[src/rtl/rect_fill_ctrl_if.sv]
// Command and SDRAM write-channel bundle for rect_fill_ctrl.
// slave is the fill engine's view; master is the host / graphic sub-module view.
interface rect_fill_ctrl_if;
    logic        iCall;
    logic        oDone;
    logic        oBusy;
    logic [8:0]  iX;
    logic [9:0]  iY;
    logic [8:0]  iW;
    logic [9:0]  iH;
    logic [15:0] iColor;
    logic [1:0]  oCall;
    logic [1:0]  iDone;
    logic [23:0] oAddr;
    logic [15:0] oData;
    logic [19:0] oCount;

    modport slave (
        input  iCall, iX, iY, iW, iH, iColor, iDone,
        output oDone, oBusy, oCall, oAddr, oData, oCount
    );

    modport master (
        output iCall, iX, iY, iW, iH, iColor, iDone,
        input  oDone, oBusy, oCall, oAddr, oData, oCount
    );
endinterface

[src/rtl/rect_fill_ctrl.sv]
// Rectangle fill engine: turns one fill command into a row-major stream of
// single-word SDRAM write calls, clipped to the frame-buffer edges.
module rect_fill_ctrl #(
    parameter logic [8:0] XMAX = 9'd511,
    parameter logic [9:0] YMAX = 10'd1023
) (
    input logic            iClock,
    input logic            RESET,
    rect_fill_ctrl_if.slave bus
);

    typedef enum logic [2:0] {
        S_IDLE,
        S_LOAD,
        S_WRITE,
        S_NEXT,
        S_FINISH,
        S_GAP
    } state_t;

    state_t      state_q, state_d;
    logic [8:0]  x0_q, x0_d;
    logic [8:0]  cx_q, cx_d;
    logic [8:0]  xe_q, xe_d;
    logic [9:0]  cy_q, cy_d;
    logic [9:0]  ye_q, ye_d;
    logic [15:0] color_q, color_d;
    logic [23:0] addr_q, addr_d;
    logic [15:0] data_q, data_d;
    logic [19:0] count_q, count_d;

    logic [9:0]  xsum;
    logic [10:0] ysum;

    // End coordinates computed one bit wider so overflow past the edge clips
    // instead of wrapping.
    assign xsum = {1'b0, bus.iX} + {1'b0, bus.iW};
    assign ysum = {1'b0, bus.iY} + {1'b0, bus.iH};

    always_ff @(posedge iClock or negedge RESET) begin
        if (!RESET) begin
            state_q <= S_IDLE;
            x0_q    <= '0;
            cx_q    <= '0;
            xe_q    <= '0;
            cy_q    <= '0;
            ye_q    <= '0;
            color_q <= '0;
            addr_q  <= '0;
            data_q  <= '0;
            count_q <= '0;
        end else begin
            state_q <= state_d;
            x0_q    <= x0_d;
            cx_q    <= cx_d;
            xe_q    <= xe_d;
            cy_q    <= cy_d;
            ye_q    <= ye_d;
            color_q <= color_d;
            addr_q  <= addr_d;
            data_q  <= data_d;
            count_q <= count_d;
        end
    end

    always_comb begin
        state_d = state_q;
        x0_d    = x0_q;
        cx_d    = cx_q;
        xe_d    = xe_q;
        cy_d    = cy_q;
        ye_d    = ye_q;
        color_d = color_q;
        addr_d  = addr_q;
        data_d  = data_q;
        count_d = count_q;

        case (state_q)
            S_IDLE: begin
                if (bus.iCall) begin
                    x0_d    = bus.iX;
                    cx_d    = bus.iX;
                    cy_d    = bus.iY;
                    color_d = bus.iColor;
                    xe_d    = (xsum > {1'b0, XMAX}) ? XMAX : xsum[8:0];
                    ye_d    = (ysum > {1'b0, YMAX}) ? YMAX : ysum[9:0];
                    count_d = '0;
                    state_d = S_LOAD;
                end
            end
            S_LOAD: begin
                addr_d  = {5'd0, cy_q, cx_q};
                data_d  = color_q;
                state_d = S_WRITE;
            end
            S_WRITE: begin
                if (bus.iDone[1]) begin
                    count_d = count_q + 20'd1;
                    state_d = S_NEXT;
                end
            end
            S_NEXT: begin
                // One idle call cycle between words lets the sub-module's
                // core observe its call drop before the next request.
                if (cx_q != xe_q) begin
                    cx_d    = cx_q + 9'd1;
                    state_d = S_LOAD;
                end else if (cy_q != ye_q) begin
                    cx_d    = x0_q;
                    cy_d    = cy_q + 10'd1;
                    state_d = S_LOAD;
                end else begin
                    state_d = S_FINISH;
                end
            end
            S_FINISH: state_d = S_GAP;
            S_GAP:    state_d = S_IDLE;
            default:  state_d = S_IDLE;
        endcase
    end

    // Call, done and busy decode straight from state so a reset drops them
    // in the same instant as the state register.
    assign bus.oCall  = {state_q == S_WRITE, 1'b0};
    assign bus.oDone  = (state_q == S_FINISH);
    assign bus.oBusy  = (state_q == S_LOAD) || (state_q == S_WRITE) ||
                        (state_q == S_NEXT) || (state_q == S_FINISH);
    assign bus.oAddr  = addr_q;
    assign bus.oData  = data_q;
    assign bus.oCount = count_q;

endmodule

[src/flat_wrapper.sv]
// flat-port wrapper written by rule: the top's interface ports become plain ports
module rect_fill_ctrl_flat 
#(
    parameter logic [8:0] XMAX = 9'd511,
    parameter logic [9:0] YMAX = 10'd1023
)
  (iClock, RESET, bus_iCall, bus_iX, bus_iY, bus_iW, bus_iH, bus_iColor, bus_iDone, bus_oDone, bus_oBusy, bus_oCall, bus_oAddr, bus_oData, bus_oCount);
  rect_fill_ctrl_if bus_i ();
  input logic iClock;
  input logic RESET;
  input wire logic [$bits(bus_i.iCall)-1:0] bus_iCall;
  input wire logic [$bits(bus_i.iX)-1:0] bus_iX;
  input wire logic [$bits(bus_i.iY)-1:0] bus_iY;
  input wire logic [$bits(bus_i.iW)-1:0] bus_iW;
  input wire logic [$bits(bus_i.iH)-1:0] bus_iH;
  input wire logic [$bits(bus_i.iColor)-1:0] bus_iColor;
  input wire logic [$bits(bus_i.iDone)-1:0] bus_iDone;
  output wire logic [$bits(bus_i.oDone)-1:0] bus_oDone;
  output wire logic [$bits(bus_i.oBusy)-1:0] bus_oBusy;
  output wire logic [$bits(bus_i.oCall)-1:0] bus_oCall;
  output wire logic [$bits(bus_i.oAddr)-1:0] bus_oAddr;
  output wire logic [$bits(bus_i.oData)-1:0] bus_oData;
  output wire logic [$bits(bus_i.oCount)-1:0] bus_oCount;
  assign bus_i.iCall = bus_iCall;
  assign bus_i.iX = bus_iX;
  assign bus_i.iY = bus_iY;
  assign bus_i.iW = bus_iW;
  assign bus_i.iH = bus_iH;
  assign bus_i.iColor = bus_iColor;
  assign bus_i.iDone = bus_iDone;
  assign bus_oDone = bus_i.oDone;
  assign bus_oBusy = bus_i.oBusy;
  assign bus_oCall = bus_i.oCall;
  assign bus_oAddr = bus_i.oAddr;
  assign bus_oData = bus_i.oData;
  assign bus_oCount = bus_i.oCount;
  rect_fill_ctrl #(.XMAX(XMAX), .YMAX(YMAX)) u_core (.iClock(iClock), .RESET(RESET), .bus(bus_i));
endmodule
[config.mk]
export PLATFORM = sky130hd
export DESIGN_NAME = rect_fill_ctrl_flat
export DESIGN_NICKNAME = d
export VERILOG_FILES = /design/src/rtl/rect_fill_ctrl_if.sv /design/src/rtl/rect_fill_ctrl.sv /design/src/flat_wrapper.sv
export SDC_FILE = /design/constraint.sdc
export NUM_CORES = 1
export LEC_CHECK = 0
export CAP_MARGIN = 20
export CELL_PAD_IN_SITES_DETAIL_PLACEMENT = 1
export CELL_PAD_IN_SITES_GLOBAL_PLACEMENT = 1
export CORE_MARGIN = 2
export CORE_UTILIZATION = 40
export DETAILED_ROUTE_END_ITERATION = 7
export PLACE_DENSITY_LB_ADDON = 0.1
export SLEW_MARGIN = 40
export SYNTH_ARGS = -nofsm -noshare
export SYNTH_HDL_FRONTEND = slang
export SYNTH_SLANG_ARGS = --single-unit
[constraint.sdc]
create_clock -name iClock -period 3 [get_ports iClock]
set_input_delay 0.6 -clock iClock [delete_from_list [all_inputs] [get_ports iClock]]
set_output_delay 0.6 -clock iClock [all_outputs]
set_load 0.1 [all_outputs]
# Yosys cells after proc, flatten, opt, wreduce, memory -nomap -nowiden
# Index checks and enable logic that the tools add are counted.
# totals
word_cells	57
in_bits	59
out_inout_bits	64
reg_bits	121
# op_classes
reduce_logical	11
order_cmp	2
muxes	18
n_addsub	5
n_eq_ne	11
# ops
op	count
$mux 10	4
$mux 20	2
$pmux 20 s2	1
$mux 9	4
$add 20x1->20 const B	1
$pmux 10 s2	1
$pmux 9 s2	1
$pmux 3 s5	1
$mux 3	4
$add 10x10->11	1
$gt 11x10->1 const B	1
$add 10x1->10 const B	1
$add 9x9->10	1
$gt 10x9->1 const B	1
$ne 10x10->1	1
$add 9x1->9 const B	1
$ne 9x9->1	1
$eq 3x2->1 const B	2
$ne 2x2->1 const B	3
$reduce_and 3->1	2
$reduce_and 2->1	2
$reduce_and 4->1	1
$reduce_bool 2->1	2
$eq 3x1->1 const B	1
5 further kinds	7

# Longest topological paths before layout
# logic_depth
word_depth	4
mapped_depth	9

# Worst setup path after synthesis
# OpenSTA, ideal clock, no wires.
# synth_timing
kind	flip-flop to output port
startpoint	register u_core.state_q[0]
endpoint	output bus_oBusy
required_time_ps	2400
t_arrival_ps	2239
slack_ps	161
stages_incl_launch_ff	4
cell_sequence	dfrtp_1 clkbuf_1 nor2_1 xnor2_1
# synth_via
elab_chain_cells	4
word_cells_on_any_way	7
classes_between	4 x eq/ne; 3 x reduce/logical
# synth_rtl
item	line_no	source
start, declared	rect_fill_ctrl.sv:21	state_t state_q, state_d;
start signal, assigned	rect_fill_ctrl.sv:53	state_q <= state_d;
$eq 3x1->1 / $eq 3x2->1 (equally long branches)	rect_fill_ctrl.sv:126	assign bus.oBusy = (state_q == S_LOAD) || (state_q == S_WRITE) ||
$logic_or 1x1->1 (2 in a row)	rect_fill_ctrl.sv:126	
$logic_or 1x1->1 *	rect_fill_ctrl.sv:127	(state_q == S_NEXT) || (state_q == S_FINISH);
end, declared	flat_wrapper.sv:19	output wire logic [$bits(bus_i.oBusy)-1:0] bus_oBusy;
# Every way passes the cells marked *; elsewhere a longest branch is shown, timed or not.

# Final worst setup path
# layout_timing
startpoint	input bus_iY[0]
endpoint	register u_core.ye_q[2]
# layout_via
elab_chain_cells	3
# layout_rtl
item	line_no	source
start, declared	flat_wrapper.sv:13	input wire logic [$bits(bus_i.iY)-1:0] bus_iY;
$add 10x10->11 *	rect_fill_ctrl.sv:38	assign ysum = {1'b0, bus.iY} + {1'b0, bus.iH};
$gt 11x10->1	rect_fill_ctrl.sv:86	ye_d = (ysum > {1'b0, YMAX}) ? YMAX : ysum[9:0];
$mux 10 *	rect_fill_ctrl.sv:86	
end signal, assigned	rect_fill_ctrl.sv:58	ye_q <= ye_d;
end, declared	rect_fill_ctrl.sv:26	logic [9:0] ye_q, ye_d;
# Marks and branches as above.
# A chain may end at the register's enable or synchronous reset.

==> impl_metrics.env <==
export IMPL_synth_distinct_cells=56
export IMPL_post_place_ws_ns=-0.0772
export IMPL_worst_slack_ns=0.316
export IMPL_syn_avg_cell_area_um2=10.0
export IMPL_ir_drop_uv=1070
export IMPL_synthTopCellsByArea="dfrtp_1 (48%), mux2_2 (7.7%), nand2_1 (6.5%)"
export IMPL_ys_ff_latch=121
export IMPL_endpoint_kind="register"
export IMPL_synth_top_area_share_pct=48.3
export IMPL_arrival_ns=3.01
export IMPL_timing_slew_headroom_pct=52.7
export IMPL_tightest_slew_ns=0.706
export IMPL_most_common_layout_cells="dfrtp_1 (121), nand2_1 (108), buf_4 (72)"
export IMPL_std_cell_rows=45
export IMPL_yosys_area_top_type="dfrtp_1"
export IMPL_hp_class="input pin to async pin"
export IMPL_dp_cells=938
export IMPL_stdcell_count=966
export IMPL_async_flop_share_pct=100
export IMPL_final_common_cell="dfrtp_1"
export IMPL_ctsHtreeMaxLevel=4
export IMPL_netlist_area_um2=6270
export IMPL_dieArea_um2=16700
export IMPL_finalHoldViolCount=0
export IMPL_worstPathRequired_ns=3.33
export IMPL_viasPerCell=5.17
export IMPL_initial_core_util_pct=41.1
export IMPL_finalSetupViolCount=0
export IMPL_io_pins=123
export IMPL_ctsResizeCount=0
export IMPL_worstPathMaxFanout=8
export IMPL_critPathKind="input pin to register"
export IMPL_post_cts_buffers=0
export IMPL_rsz0062_at_grt="no"
export IMPL_place_area_um2=7550
export IMPL_clk_latency_ns=0.42
export IMPL_antenna_found_initial=0
export IMPL_first_global_vias=5462
export IMPL_drive_above_1_share_pct=20.3
export IMPL_drt_iter0_markers=209
export IMPL_fp_coreArea_um2=15300
export IMPL_cts_root_buf="clkbuf_16"
export IMPL_drtAntennaViolNets=0
export IMPL_power_density_nw_per_um2=1160
export IMPL_cap_violations=0
export IMPL_firstDrtPassIters=4
export IMPL_status="finished clean"
export IMPL_p_leak_nw=3.71
export IMPL_grtUsageTotal_pct=21.1
export IMPL_synth_edf_count=0
export IMPL_syn_to_final_growth_pct=29.4
export IMPL_nNetsFinal=829
export IMPL_wl_mm=16.5
export IMPL_final_area_um2=8110
export IMPL_place_gp_congestion=0.793
export IMPL_n_antenna_cell=0
export IMPL_drt_wirelength_per_cell_um=17.1
export IMPL_grt_overflow=0
export IMPL_cts_sink_count=121
export IMPL_clock_skew_ns=0.00896
export IMPL_drv_slew=0
export IMPL_grt_pass1_wl_mm=27.5
export IMPL_clock_fmax_mhz=373
export IMPL_worstSetupStartpointType="input pin"
export IMPL_die_height_um=129
export IMPL_holdBufCountCts=0
export IMPL_grt_max_degree=52
export IMPL_yosysSeqAreaShare_pct=48.3
export IMPL_fin_crit_ns=2.68
export IMPL_cts_tree="built"
export IMPL_port_buffers=115
export IMPL_r2r_slack_ns=0.62
export IMPL_numCtsBuffers=17
export IMPL_synth_cells=624
export IMPL_final_setup_tns_ns=0
export IMPL_vias=4994
export IMPL_hpwl_mm=12.1
export IMPL_fin_crit_sh_pct=89.5
export IMPL_fin_util_pct=53.2
export IMPL_clockBufferDepth=2
export IMPL_synthFlopType="dfrtp_1"
export IMPL_drc_errors=0
export IMPL_r2r_cells=6
export IMPL_cts_clk_slew_worst_paths_ns=0.06
export IMPL_die_x_um=129
export IMPL_yosysWarnings=0
per-stage QoR:
step | hold slack, ns | power (mW)
after floorplan | 0.304 | 6.31
after global placement | 0.451 | 7.35
after detailed placement | 0.463 | 7.50
after CTS | 0.190 | 9.49
after global routing | 0.226 | 9.93
final | 0.176 | 9.39
registers in the layout, indices dropped and copies added, names as in the netlist:
| name | count |
|---|---|
| u_core.bus.oCount | 20 |
| u_core.state_q | 3 |
| u_core.x0_q | 9 |
| u_core.cy_q | 10 |
| u_core.ye_q | 10 |
| u_core.bus.oAddr | 19 |
| u_core.bus.oData | 16 |
| u_core.cx_q | 9 |
| u_core.xe_q | 9 |
| u_core.color_q | 16 |
power breakdown:
group	leakage, nW	switching (mW)	internal, mW
clock	0.280	0.666	1.27
combinational	1.96	3.13	1.43
sequential	1.47	0.592	2.29
cell type report:
class,count,area [um2]
fillers,1673,7150
multi-input cells,465,3070
flip-flops and latches,121,3030
repair buffers,130,1140
clock buffers,26,529
well taps,211,264
inverters,11,41.3
clock inverters,2,35.0
metal layers:
layer / part of all wire (%) / global-route usage, %
met4: 2.2 / 7.99
met5: 0 / 0
met3: 3.8 / 4.67
met2: 51 / 36.8
met1: 43 / 25.5
worst paths after layout:
check,from,end
setup / recovery,bus_iY[0],u_core.ye_q[2]$_DFFE_PN0P_
hold / removal,RESET,u_core.ye_q[9]$_DFFE_PN0P_
setup reg to reg,u_core.cx_q[5]$_DFFE_PN0P_,u_core.cx_q[3]$_DFFE_PN0P_
hold reg to reg,u_core.x0_q[7]$_DFFE_PN0P_,u_core.x0_q[7]$_DFFE_PN0P_
max in group asynchronous,RESET,u_core.bus.oCount[1]$_DFFE_PN0P_
min in group iClock,u_core.x0_q[7]$_DFFE_PN0P_,u_core.x0_q[7]$_DFFE_PN0P_
logic make-up (layout without fill, tap and decap cells):
family	Yosys count	count (layout)	share of synthesized area [%]
adders and majority gates	24	24	5.03
DFF	121	121	48.3
buffers and inverters	43	169	3.13
and+or+nand+nor	226	226	16.1
other	1	6	0.0598
xor gates and xnor gates	52	52	7.27
AOI/OAI and AO/OA	102	102	10.4
muxes	55	55	9.66
worst max-delay path, stage by stage:
cell	delay, ns
clkdlybuf4s50_1	0.49
ha_1	0.19
inv_1	0.06
fa_1	0.41
nor2b_1	0.12
o21ai_0	0.10
a21o_1	0.22
a21oi_1	0.27
a31oi_1	0.32
a21oi_1	0.23
synthesized netlist by cell type, types with 2 or more instances:
cell	n
o22a_1	9
xnor2_1	24
a21oi_1	27
xor2_1	28
a31o_2	2
and2_1	3
and3_1	9
o31ai_1	2
nand2b_1	2
o311ai_0	3
and4_1	2
o211ai_1	4
o22ai_1	2
mux2i_1	11
nand3_1	17
ha_1	22
o21ai_0	27
o21bai_1	3
dfrtp_1	121
buf_2	4
nand2_1	108
or2_2	3
buf_4	6
nor2_1	51
nor2b_1	5
fa_1	2
nor4_1	2
clkbuf_1	20
or3_1	6
nor3_1	8
a21o_1	3
a31oi_1	6
nand4_1	4
inv_1	11
o21a_1	2
mux2_2	43
a211oi_1	2
a211o_1	2
Power figures use the tool's default switching activity.
